==> src/rtl/md5_search_ctrl.sv <==
// Brute-force search sequencer for a pipelined md5core: issues lowercase candidates and matches retiring digests.
// Optional MD5_SEARCH_MULTI_MATCH_EN: keep searching after a match, pulse found per hit, report any_match in DONE.
module md5_search_ctrl #(
    parameter int MAX_LEN  = 8,
    parameter int PIPE_LAT = 65,
    parameter int CNT_W    = 40
) (
    input  logic                 clk,
    input  logic                 reset,
    input  logic                 start,
    input  logic [127:0]         target,
    input  logic [3:0]           pw_len,
    output logic                 busy,
    output logic                 found,
    output logic                 done,
    output logic [8*MAX_LEN-1:0] found_msg,
    output logic [CNT_W-1:0]     cand_count,
    output logic [447:0]         md5_message,
    output logic [63:0]          md5_length,
    input  logic [127:0]         md5_hash,
    input  logic [511:0]         md5_message_in
);

    localparam int MW = 8 * MAX_LEN;

    typedef enum logic [2:0] {S_IDLE, S_RUN, S_DRAIN, S_FOUND, S_DONE} state_t;

    state_t              state, state_next;
    logic [127:0]        target_q;
    logic [3:0]          len_q;
    logic [MW-1:0]       issue_odo, retire_odo;
    logic [MW:0]         issue_step, retire_step;
    logic [PIPE_LAT-1:0] valid_pipe, pipe_after;
    logic                accept, len_bad, issue, retiring, match_hit, drained;
    logic                unused_msg_in;
`ifdef MD5_SEARCH_MULTI_MATCH_EN
    logic                any_match;
`endif

    // Odometer step over the active chars; MSB of the result is the carry out of the first char.
    function automatic logic [MW:0] odo_advance(input logic [MW-1:0] cur, input logic [3:0] len);
        logic [MW-1:0] nxt;
        logic          carry;
        nxt   = cur;
        carry = 1'b1;
        for (int i = 0; i < MAX_LEN; i++) begin
            if (carry && (i < int'(len))) begin
                if (cur[8*i +: 8] == 8'h7a) begin
                    nxt[8*i +: 8] = 8'h61;
                end else begin
                    nxt[8*i +: 8] = cur[8*i +: 8] + 8'd1;
                    carry         = 1'b0;
                end
            end
        end
        return {carry, nxt};
    endfunction

    function automatic logic [MW-1:0] odo_first(input logic [3:0] len);
        logic [MW-1:0] v;
        v = '0;
        for (int i = 0; i < MAX_LEN; i++) begin
            if (i < int'(len)) v[8*i +: 8] = 8'h61;
        end
        return v;
    endfunction

    assign len_bad       = (pw_len == 4'd0) || (int'(pw_len) > MAX_LEN);
    assign issue_step    = odo_advance(issue_odo, len_q);
    assign retire_step   = odo_advance(retire_odo, len_q);
    assign pipe_after    = valid_pipe << 1;
    assign drained       = (pipe_after == '0);
    assign retiring      = valid_pipe[PIPE_LAT-1] && ((state == S_RUN) || (state == S_DRAIN));
    assign match_hit     = retiring && (md5_hash == target_q);
    assign busy          = (state == S_RUN) || (state == S_DRAIN);
    assign md5_message   = 448'(issue_odo);
    assign unused_msg_in = ^md5_message_in;

    always_ff @(posedge clk) begin
        if (reset) state <= S_IDLE;
        else       state <= state_next;
    end

    always_comb begin
        state_next = state;
        accept     = 1'b0;
        issue      = 1'b0;
        case (state)
            S_IDLE, S_FOUND, S_DONE: begin
                if (start) begin
                    accept     = 1'b1;
                    state_next = len_bad ? S_DONE : S_RUN;
                end
            end
            S_RUN: begin
                issue = 1'b1;
`ifdef MD5_SEARCH_MULTI_MATCH_EN
                if (issue_step[MW]) state_next = S_DRAIN;
`else
                if (match_hit)           state_next = S_FOUND;
                else if (issue_step[MW]) state_next = S_DRAIN;
`endif
            end
            S_DRAIN: begin
`ifdef MD5_SEARCH_MULTI_MATCH_EN
                if (drained) state_next = S_DONE;
`else
                if (match_hit)    state_next = S_FOUND;
                else if (drained) state_next = S_DONE;
`endif
            end
            default: state_next = S_IDLE;
        endcase
    end

    // The retire odometer moves only on valid retirements, so it always names the digest being compared.
    always_ff @(posedge clk) begin
        if (reset) begin
            valid_pipe <= '0;
            target_q   <= '0;
            len_q      <= '0;
            issue_odo  <= '0;
            retire_odo <= '0;
            cand_count <= '0;
            found_msg  <= '0;
            md5_length <= '0;
            found      <= 1'b0;
            done       <= 1'b0;
`ifdef MD5_SEARCH_MULTI_MATCH_EN
            any_match  <= 1'b0;
`endif
        end else begin
            valid_pipe <= accept ? '0 : (pipe_after | PIPE_LAT'(issue));
            if (accept) begin
                target_q   <= target;
                len_q      <= pw_len;
                cand_count <= '0;
                found_msg  <= '0;
                issue_odo  <= len_bad ? '0 : odo_first(pw_len);
                retire_odo <= odo_first(pw_len);
                md5_length <= len_bad ? '0 : {57'd0, pw_len, 3'b000};
            end else begin
                if (issue) begin
                    cand_count <= cand_count + CNT_W'(1);
                    if (!issue_step[MW]) issue_odo <= issue_step[MW-1:0];
                end
                if (retiring)  retire_odo <= retire_step[MW-1:0];
                if (match_hit) found_msg  <= retire_odo;
            end
`ifdef MD5_SEARCH_MULTI_MATCH_EN
            any_match <= accept ? 1'b0 : (any_match | match_hit);
            found     <= match_hit ||
                         ((state_next == S_DONE) && !accept && (any_match || match_hit));
            done      <= (state_next == S_DONE);
`else
            found     <= (state_next == S_FOUND);
            done      <= (state_next == S_DONE);
`endif
        end
    end

endmodule

==> config.mk <==
export PLATFORM = sky130hd
export DESIGN_NAME = md5_search_ctrl
export DESIGN_NICKNAME = d
export VERILOG_FILES = /design/src/rtl/md5_search_ctrl.sv
export SDC_FILE = /design/constraint.sdc
export NUM_CORES = 1
export LEC_CHECK = 0
export ABC_AREA = 1
export CAP_MARGIN = 20
export CORE_AREA = 8 8 542 544
export CTS_BUF_LIST = sky130_fd_sc_hd__clkbuf_16
export CTS_CLUSTER_DIAMETER = 200
export DETAILED_ROUTE_END_ITERATION = 12
export DIE_AREA = 0 0 550 552
export SLEW_MARGIN = 40
export SYNTH_ARGS = -nofsm -noshare
export SYNTH_HDL_FRONTEND = slang
export SYNTH_SLANG_ARGS = --single-unit
==> constraint.sdc <==
create_clock -name clk -period 2.1 [get_ports clk]
set_input_delay 0.63 -clock clk [delete_from_list [all_inputs] [get_ports clk]]
set_output_delay 0.63 -clock clk [all_outputs]
set_load 0.01 [all_outputs]
# Word level (Yosys, flattened, before mapping)
# Index checks and enable logic that the tools add are counted.
classes:
  n_addsub: 17
  n_mul: 0
  shifts: 0
  bitwise: 1
  div: 0
  magnitude_cmp: 17
  muxes: 87
  n_eq_ne: 24
  reduce_logical: 56
ops:
  columns: ["op", "n"]
  rows:
  - ["$mux W64", 6]
  - ["$mux W8", 32]
  - ["$add A8 B1 Y8 const B", 16]
  - ["$eq A128 B128 Y1", 1]
  - ["$eq A8 B7 Y1 const B", 16]
  - ["$logic_not A65 Y1", 1]
  - ["$or A65 B1 Y65", 1]
  - ["$mux W7", 9]
  - ["$add A40 B1 Y40 const B", 1]
  - ["$reduce_bool A2 Y1", 17]
  - ["$mux W1", 33]
  - ["$lt A3 B4 Y1 const A", 8]
  - ["$reduce_and A3 Y1", 8]
  - ["$mux W3", 6]
  - ["$logic_and A1 B1 Y1", 16]
  - ["$lt A1 B4 Y1 const A", 4]
  - ["$lt A2 B4 Y1 const A", 4]
  - ["$reduce_and A2 Y1", 8]
  - ["$eq A3 B2 Y1 const B", 3]
  - ["$pmux W3 S3", 1]
  - ["$eq A3 B3 Y1 const B", 2]
  - ["$gt A4 B4 Y1 const B", 1]
  - ["$logic_not A4 Y1", 1]
  - ["$eq A3 B1 Y1 const B", 1]
  - ["5 further kinds", 6]
word_totals:
  memories: 0
  out_inout_bits: 619
  mem_bits_ro: 0
  inputBits: 775
  register_bits: 498
  word_cells: 227
  latch_bits: 0
  ram_bits: 0

# Depth between registers and ports, before layout
# Gate-level depths: netlist of the first run.
depth:
  depth_word: 21
  ltp_mapped: 15
  depth_no_buf: 15

# Worst setup path after synthesis of the first run
# OpenSTA, ideal clock, no wires.
synth_path:
  kind: "input to register"
  startpoint: "input port md5_hash[122]"
  endpoint: "register found_msg[54]"
  path_stages: 12
  n_path_buf: 2
  slack_ns: -0.100
  t_arrival_ns: 2.072
  path_cell_list: "or2_2 -> a21oi_1 -> nor2b_1 -> nand2_1 -> nor2_1 -> nand2_1 -> nor2_1 -> nand3_1 -> buf_2 -> clkbuf_1 -> o21ai_0 -> a21oi_1"
synth_via:
  elab_chain_len: 2
synth_rtl:
  columns: ["item", "line_no", "rtl"]
  rows:
  - ["from (decl)", "20", "input logic [127:0] md5_hash,"]
  - ["$eq A128 B128 Y1", "74", "assign match_hit = retiring && (md5_hash == target_q);"]
  - ["$logic_and A1 B1 Y1", "74", null]
  - ["to (signal assigned)", "148", "if (match_hit) found_msg <= retire_odo;"]
  - ["to (decl)", "16", "output logic [8*MAX_LEN-1:0] found_msg,"]
# Every way passes these cells.
# A chain may end at the register's enable or synchronous reset.

# Final worst setup path of the first run
layout_path:
  startpoint: "input port md5_hash[64]"
  endpoint: "register found_msg[27]"
# The elaborated chain is that of the path after synthesis.

==> qor.yml, run 1 <==
yosysUniqueCellTypes: 57
grt_pass1_wl_um: 193000
start_util: 0.0864
holdWs_ns: 0.399
crit_path_top_delay_cell: "clkdlybuf4s50_1"
gp_congestion: 0.954
fin_nets: 5210
violations: "setup timing"
fin_util: 0.141
final_common_cell: "nor2_1"
die_x_um: 550
drc_errors: 0
netlist_instances: 3546
powerDensity_nw_per_um2: 588
rsz0062_at_grt: "yes"
cts_buffers: 53
max_freq_mhz: 430
numPortBuffers: 437
groute.usage.overall: 0.0913
seq_area_frac_synth: 0.355
io_pins: 1394
vias_per_cell: 3.08
cts_sinks: 438
die-height_um: 552
drive_above_1_share: 0.253
cpPeakStageDelay_ns: 0.55
stdcell_area_sq_um: 40400
fin_skew_ns: 0.0626
cts_root_buf: "clkbuf_16"
cts_buffer_depth: 3
overflow: 0
synthTopCellsByArea: "dfxtp_1 (35%), buf_4 (14%), nand2_1 (7.9%)"
hold_path.class: "register to register"
placed_cell_area_sq_um: 35700
synth-compound-area-share: 0.123
synth_xor_area_frac: 0.0503
tritoncts: "yes"
dieArea_sq_um: 304000
period_minus_slack_ns: 2.32
critPathKind: "primary input to register"
num_vias: 25400
first_iter_violations: 1844
async_reset_ff_frac: 0
wl_per_cell_um: 18.0
timing.slew.headroom: 0.515
synth_top_family_by_area: "simple AND/OR/NAND/NOR gates"
syn_area_per_cell_sq_um: 6.97
crit_chain: "clkdlybuf4s50_1, xnor2_1, nand2_1, nor2_1, nand4_1, nor2_1, nand2_1, nor2_2, nand3_4, buf_12, buf_16, buf_16, buf_8, a21oi_2"
dpl.hpwl_um: 125000
synth-seq-cells: 438
firstDrtPassIters: 5
area_growth_pct: 63.4
synth_fa_ha_area_frac: 0.0167
antenna_left: 0
yosysWarnings: 0
drv_cap: 0
coreArea_sq_um: 286000
hold_viol_final: 0
finalCritPeriodShare: 1.11
tightest_slew_ns: 0.720
finalSetupTns_ns: -11.67
outcome: "complete, but fails checks"
synth_ff_type: "dfxtp_1"
antenna_found_initial: 116
layout_setup_ws_ns: -0.224
p_leak_uw: 0.0162
synthMuxAreaShare: 0
ir_drop_mv: 0.555
fp-row-count: 197
final_cell_mix: "nor2_1 (473), nand2_1 (456), conb_1 (444), dfxtp_1 (399), inv_1 (395)"
setup_viol: 83
slew_viol_final: 0
cp-end-kind: "register"
grt_pass1_vias: 23300
synth-edff-count: 0
synth_simple_gate_area_frac: 0.240
wirelength_um: 149000
cp_data_arrival_time_ns: 2.94
grt_start_max_net_pins: 84
crit_path_start_kind: "primary input"
path_clk_slew_ns: 0.06
synth_top_area_cell: "dfxtp_1"
cp_max_fo: 6
worstPathRequired_ns: 2.72
synth_area_sq_um: 24700
synth_top_area_share: 0.355
htreeDepth: 2
clk_latency_ns: 0.68
[critical path, delay by kind of cell]
| family | cells | cell delay, ns |
|---|---|---|
| and+or+nand+nor | 7 | 0.83 |
| AOI/OAI and AO/OA | 1 | 0.10 |
| buffers and inverters | 5 | 1.17 |
| xor gates and xnor gates | 1 | 0.16 |
[layer usage]
layer	vias to the layer above	share of wire	GRT usage
met1	11800	0.38	0.104
met2	1165	0.44	0.149
met3	249	0.11	0.0362
met5	-	0.0029	0
met4	68	0.060	0.0436
li1	12200	-	-
[layout make-up]
type | count | area, sq um
antenna | 40 | 100
clock buffer | 53 | 1330
clock inverter | 46 | 460
inverter | 411 | 1560
timing repair buffer | 912 | 9060
sequential | 438 | 8830
multi-input combinational | 2586 | 14300
fill | 32800 | 246000
tap | 3781 | 4730
[path summary, 6_finish.rpt]
check	slack [ns]	end	start	depth (start not counted)
worst min-delay path	0.40	valid_pipe[37]	valid_pipe[36]	2
worst max register to register	-0.18	found_msg[27]	target_q[122]	13
worst min register to register	0.40	valid_pipe[37]	valid_pipe[36]	2
worst max-delay path	-0.22	found_msg[27]	md5_hash[64]	14
[cells in the mapped netlist, types with 19 or more instances]
cell type    n
inv_1      404
nand4_1     42
or2_2       19
nand3_1    154
a21oi_1    263
clkbuf_1    98
nand2_1    520
nor4_1      23
nor2_1     503
buf_4      445
xnor2_1     50
nor3_1      60
xor2_1      92
ha_1        33
o21ai_0    272
dfxtp_1    438
[sequential cells by signal, indices dropped and copies added, names as in the netlist, 3 cells and up]
| signal | count |
|---|---|
| cand_count | 40 |
| retire_odo | 64 |
| len_q | 4 |
| state | 3 |
| target_q | 128 |
| md5_length | 4 |
| found_msg | 64 |
| issue_odo | 64 |
| valid_pipe | 65 |
[through the flow]
stage               total power (uW)  worst slack, ns  cells
CTS                            23800           -0.254   8213
global placement               13800           -0.961   8084
finish                         23800           -0.224   8267
floorplan                      11700           0.0346   3989
detailed placement             13800           -0.966   8084
global route                   24700           -0.281   8255
[power by group]
group / internal [uW] / switching [uW]
Sequential: 8660 / 356
Combinational: 2090 / 3030
Clock: 5410 / 4210
Total: 16200 / 7600
[kinds of logic after synthesis]
family / after synthesis
xor gates and xnor gates: 142
AOI/OAI and AO/OA: 583
DFF: 438
other: 1
and+or+nand+nor: 1382
adders and majority gates: 33
buffers and inverters: 967
[timing repair]
item,4_1_cts,5_1_grt
hold buffers,0,0
gates cloned,18,3
endpoints found under the hold margin,0,0
gates resized for setup,542,377
buffers inserted,12,18
endpoints found under the setup margin,319,210
pin swaps,87,132
(Power assumes the default switching activity.)
==> run 2, diff against run 1 <==
--- a/config.mk
+++ b/config.mk
@@ -12,6 +12,7 @@
 export CTS_CLUSTER_DIAMETER = 200
 export DETAILED_ROUTE_END_ITERATION = 12
 export DIE_AREA = 0 0 550 552
+export PLACE_DENSITY_LB_ADDON = 0.25
 export SLEW_MARGIN = 40
 export SYNTH_ARGS = -nofsm -noshare
 export SYNTH_HDL_FRONTEND = slang
==> qor.yml, run 2 (synthesis results as in run 1) <==
reg2reg_slack_ns: -0.30
cp-end-kind: "register"
p_leak_uw: 0.0168
worstPathRequired_ns: 2.67
powerDensity_nw_per_um2: 635
groute.usage.overall: 0.0884
drive_above_1_share: 0.254
io_pins: 1394
area_growth_pct: 66.5
max_freq_mhz: 405
clk_latency_ns: 0.68
wl_per_cell_um: 17.0
drv_cap: 0
placed_cell_area_sq_um: 36400
regMostFlops: "target_q"
period_minus_slack_ns: 2.47
timing.slew.headroom: 0.566
antenna_found_initial: 42
cts_buffers: 67
tightest_slew_ns: 0.650
holdWs_ns: 0.424
final_common_cell: "nor2_1"
final_cell_mix: "nor2_1 (468), buf_4 (466), conb_1 (444), nand2_1 (442), inv_1 (403)"
overflow: 0
holdBufCountCts: 0
htreeDepth: 3
largest_reg_flops: 128
coreArea_sq_um: 286000
fin_util: 0.144
setup_viol: 153
layout_setup_ws_ns: -0.366
rsz0062_at_grt: "yes"
crit_path_start_kind: "primary input"
first_iter_violations: 1294
hold_viol_final: 0
numPortBuffers: 437
finalCritPeriodShare: 1.17
fp-row-count: 197
antenna_left: 0
clockPowerShare: 0.442
dp_slack_ns: -1.33
num_vias: 25200
path_clk_slew_ns: 0.05
die_x_um: 550
p_seq_frac: 0.342
power.switching_uw: 8350
fin_nets: 5319
firstDrtPassIters: 5
drc_errors: 0
die-height_um: 552
cp_data_arrival_time_ns: 3.04
total_power_uw: 26100
stdcell_area_sq_um: 41200
dpl.hpwl_um: 119000
gp_congestion: 0.860
cts_root_buf: "clkbuf_16"
cts_sinks: 438
hold_path.class: "register to register"
swShare: 0.319
grt_pass1_vias: 24200
p_comb_frac: 0.216
vias_per_cell: 3.02
outcome: "complete, but fails checks"
fin_skew_ns: 0.0527
internal_power_uw: 17800
top_regs: "target_q x128, valid_pipe x65"
slew_viol_final: 0
critPathKind: "primary input to register"
violations: "setup timing"
tritoncts: "yes"
dieArea_sq_um: 304000
cp_max_fo: 12
start_util: 0.0864
cts_buffer_depth: 3
grt_pass1_wl_um: 191000
grt_start_max_net_pins: 82
ir_drop_mv: 0.547
wirelength_um: 142000
[run 2: cell types whose count changed in the layout (fill, tap and decap cells not counted), sizes merged, moves of 5 or more]
cell	change
buf	+92
clkbuf	+17
clkdlybuf4s50	+8
diode	-22
dlymetal6s2s	-12
inv	+5
[run 2: power by group through the flow]
stage	combinational, uW	clock, uW	sequential [uW]
final	5650	11500	8950
after global routing	6100	12400	8980
after CTS	5410	12100	8930
after detailed placement	5120	0	9090
after global placement	5130	0	9090
after floorplan	2590	0	9070
[run 2: through the flow]
| step | cells | TNS, ns |
|---|---|---|
| after global placement | 8178 | -173.16 |
| after floorplan | 3989 | 0 |
| after detailed placement | 8178 | -163.72 |
| after CTS | 8328 | -20.72 |
| final | 8363 | -25.31 |
| after global routing | 8348 | -37.61 |
[run 2: worst max-delay path: stages]
cell	delay [ns]
clkdlybuf4s50_1	0.51
xor2_1	0.21
nor2_2	0.17
buf_4	0.14
nand3b_1	0.07
nor2_1	0.11
buf_4	0.13
nand3_2	0.09
nor2_4	0.11
nand3_4	0.12
buf_12	0.19
bufbuf_16	0.33
a21oi_1	0.13
[run 2: per-layer routing]
| layer | wire (um) | global-route usage | vias to the layer above | part of all wire |
|---|---|---|---|---|
| met5 | 178 | 0 | - | 0.0012 |
| met4 | 3180 | 0.0213 | 28 | 0.022 |
| met3 | 12300 | 0.0256 | 135 | 0.086 |
| met2 | 66300 | 0.149 | 914 | 0.47 |
| met1 | 60500 | 0.111 | 11800 | 0.42 |
| li1 | - | - | 12400 | - |
[run 2: worst paths after layout]
kind                       start        endpoint  cells after the start
setup reg to reg    target_q[58]   found_msg[25]                     10
hold reg to reg   valid_pipe[52]  valid_pipe[53]                      2
hold / removal    valid_pipe[52]  valid_pipe[53]                      2
setup / recovery    md5_hash[88]   found_msg[25]                     13
[run 2: what timing repair did]
item,CTS,global route
pin swaps,35,97
setup endpoints to repair,342,230
resized for setup,573,337
buffers inserted,22,24
gates cloned,10,4
[run 2: cell type report]
| type | instances | area (sq um) |
|---|---|---|
| clock inverters | 53 | 484 |
| clock buffers | 69 | 1730 |
| repair buffers | 1007 | 9650 |
| fillers | 32800 | 245000 |
| multi-input cells | 2585 | 14100 |
| flip-flops and latches | 438 | 8830 |
| repair inverters | 1 | 7.51 |
| inverters | 411 | 1560 |
| well taps | 3781 | 4730 |
| diodes | 18 | 45.0 |
==> run 3, diff against run 2 <==
--- a/config.mk
+++ b/config.mk
@@ -12,6 +12,7 @@
 export CTS_CLUSTER_DIAMETER = 200
 export DETAILED_ROUTE_END_ITERATION = 12
 export DIE_AREA = 0 0 550 552
+export MAX_ROUTING_LAYER = met4
 export PLACE_DENSITY_LB_ADDON = 0.25
 export SLEW_MARGIN = 40
 export SYNTH_ARGS = -nofsm -noshare
==> qor.yml, run 3 (synthesis results as in run 1) <==
stdcell_area_sq_um: 41400
grt_pass1_wl_um: 191000
wirelength_um: 143000
num_vias: 25100
critPathKind: "primary input to register"
r2r_cells: 12
antenna_found_initial: 48
fin_skew_ns: 0.0532
final_common_cell: "buf_4"
fin_util: 0.145
layout_setup_ws_ns: -0.342
io_pins: 1394
finalCritPeriodShare: 1.16
rsz0062_at_grt: "yes"
die-height_um: 552
gp_congestion: 0.874
area_growth_pct: 67.4
dieArea_sq_um: 304000
drv_cap: 0
start_util: 0.0864
cp-end-kind: "register"
regArea_sq_um: 8820
hold_path.class: "register to register"
cts_sinks: 438
overflow: 0
multiInputGateArea_sq_um: 14300
grt_pass1_vias: 24300
timing.slew.headroom: 0.572
dpl.hpwl_um: 119000
powerDensity_nw_per_um2: 633
wl_per_cell_um: 17.1
cts_root_buf: "clkbuf_16"
worstPathRequired_ns: 2.67
ir_drop_mv: 0.546
period_minus_slack_ns: 2.44
p_leak_uw: 0.0169
vias_per_cell: 3.00
final_cell_mix: "buf_4 (464), nor2_1 (463), conb_1 (444), nand2_1 (438), inv_1 (404)"
cp_max_fo: 12
first_iter_violations: 1384
tightest_slew_ns: 0.642
cp_data_arrival_time_ns: 3.01
fillCellCount: 32800
groute.usage.overall: 0.0910
drc_errors: 0
holdBufCountCts: 0
regMostFlops: "target_q"
largest_reg_flops: 128
dp_slack_ns: -1.33
die_x_um: 550
max_freq_mhz: 409
fin_nets: 5321
setup_viol: 156
path_clk_slew_ns: 0.06
placed_cell_area_sq_um: 36400
numPortBuffers: 437
drive_above_1_share: 0.261
hold_viol_final: 0
antenna_left: 0
outcome: "complete, but fails checks"
clk_latency_ns: 0.67
crit_path_start_kind: "primary input"
firstDrtPassIters: 5
htreeDepth: 3
cts_buffer_depth: 3
coreArea_sq_um: 286000
top_regs: "target_q x128, valid_pipe x65"
violations: "setup timing"
tritoncts: "yes"
cts_buffers: 67
grt_start_max_net_pins: 82
hold_depth: 2
fp-row-count: 197
slew_viol_final: 0
## run 3: critical path, cell delays in order
cell             delay (ns)
clkdlybuf4s50_1        0.50
xor2_1                 0.20
nor2_2                 0.17
buf_4                  0.14
nand3b_1               0.07
nor2_1                 0.11
buf_4                  0.13
nand3_2                0.09
nor2_4                 0.11
nand3_4                0.12
buf_12                 0.18
bufbuf_16              0.33
a21oi_1                0.13
## run 3: final timing paths
kind                       start              to  slack (ns)
setup / recovery    md5_hash[88]   found_msg[25]       -0.34
setup reg to reg    target_q[88]   found_msg[25]       -0.28
hold reg to reg   valid_pipe[21]  valid_pipe[22]        0.42
hold / removal    valid_pipe[21]  valid_pipe[22]        0.42
## run 3: metrics by stage
| stage | power [uW] | hold WS (ns) | cells | setup TNS, ns |
|---|---|---|---|---|
| after floorplan | 11700 | 0.408 | 3989 | 0 |
| after detailed placement | 14200 | 0.416 | 8178 | -163.72 |
| after CTS | 26500 | 0.414 | 8328 | -20.72 |
| final | 26200 | 0.424 | 8382 | -24.69 |
| after global routing | 27500 | 0.439 | 8376 | -38.03 |
| after global placement | 14200 | 0.411 | 8178 | -173.16 |
## run 3: what timing repair did
item	4_1_cts	5_1_grt
cloned	10	6
resized for setup	573	382
setup endpoints to repair	342	230
pin swaps	35	110
buffers inserted	22	27
## run 3: report_power, final
part | total, uW | internal [uW] | switching [uW]
sequential | 8950 | 8660 | 289
combinational | 5690 | 2390 | 3300
clock | 11500 | 6760 | 4770
## run 3: layout make-up
cell class | count | share of cell area
clock inverters | 53 | 0.0117
inverters | 411 | 0.0379
repair buffers | 1008 | 0.234
well taps | 3781 | 0.114
repair inverters | 1 | 0.000181
flip-flops and latches | 438 | 0.213
clock buffers | 69 | 0.0417
diodes | 35 | 0.00212
multi-input cells | 2586 | 0.344
## run 3: per-layer routing
metal  up-vias  GRT usage  wire [um]
met2       894      0.149      66300
li1      12400          -          -
met3       118     0.0242      11800
met1     11700      0.112      61400
met5         -          -          0
met4         0     0.0219       3460
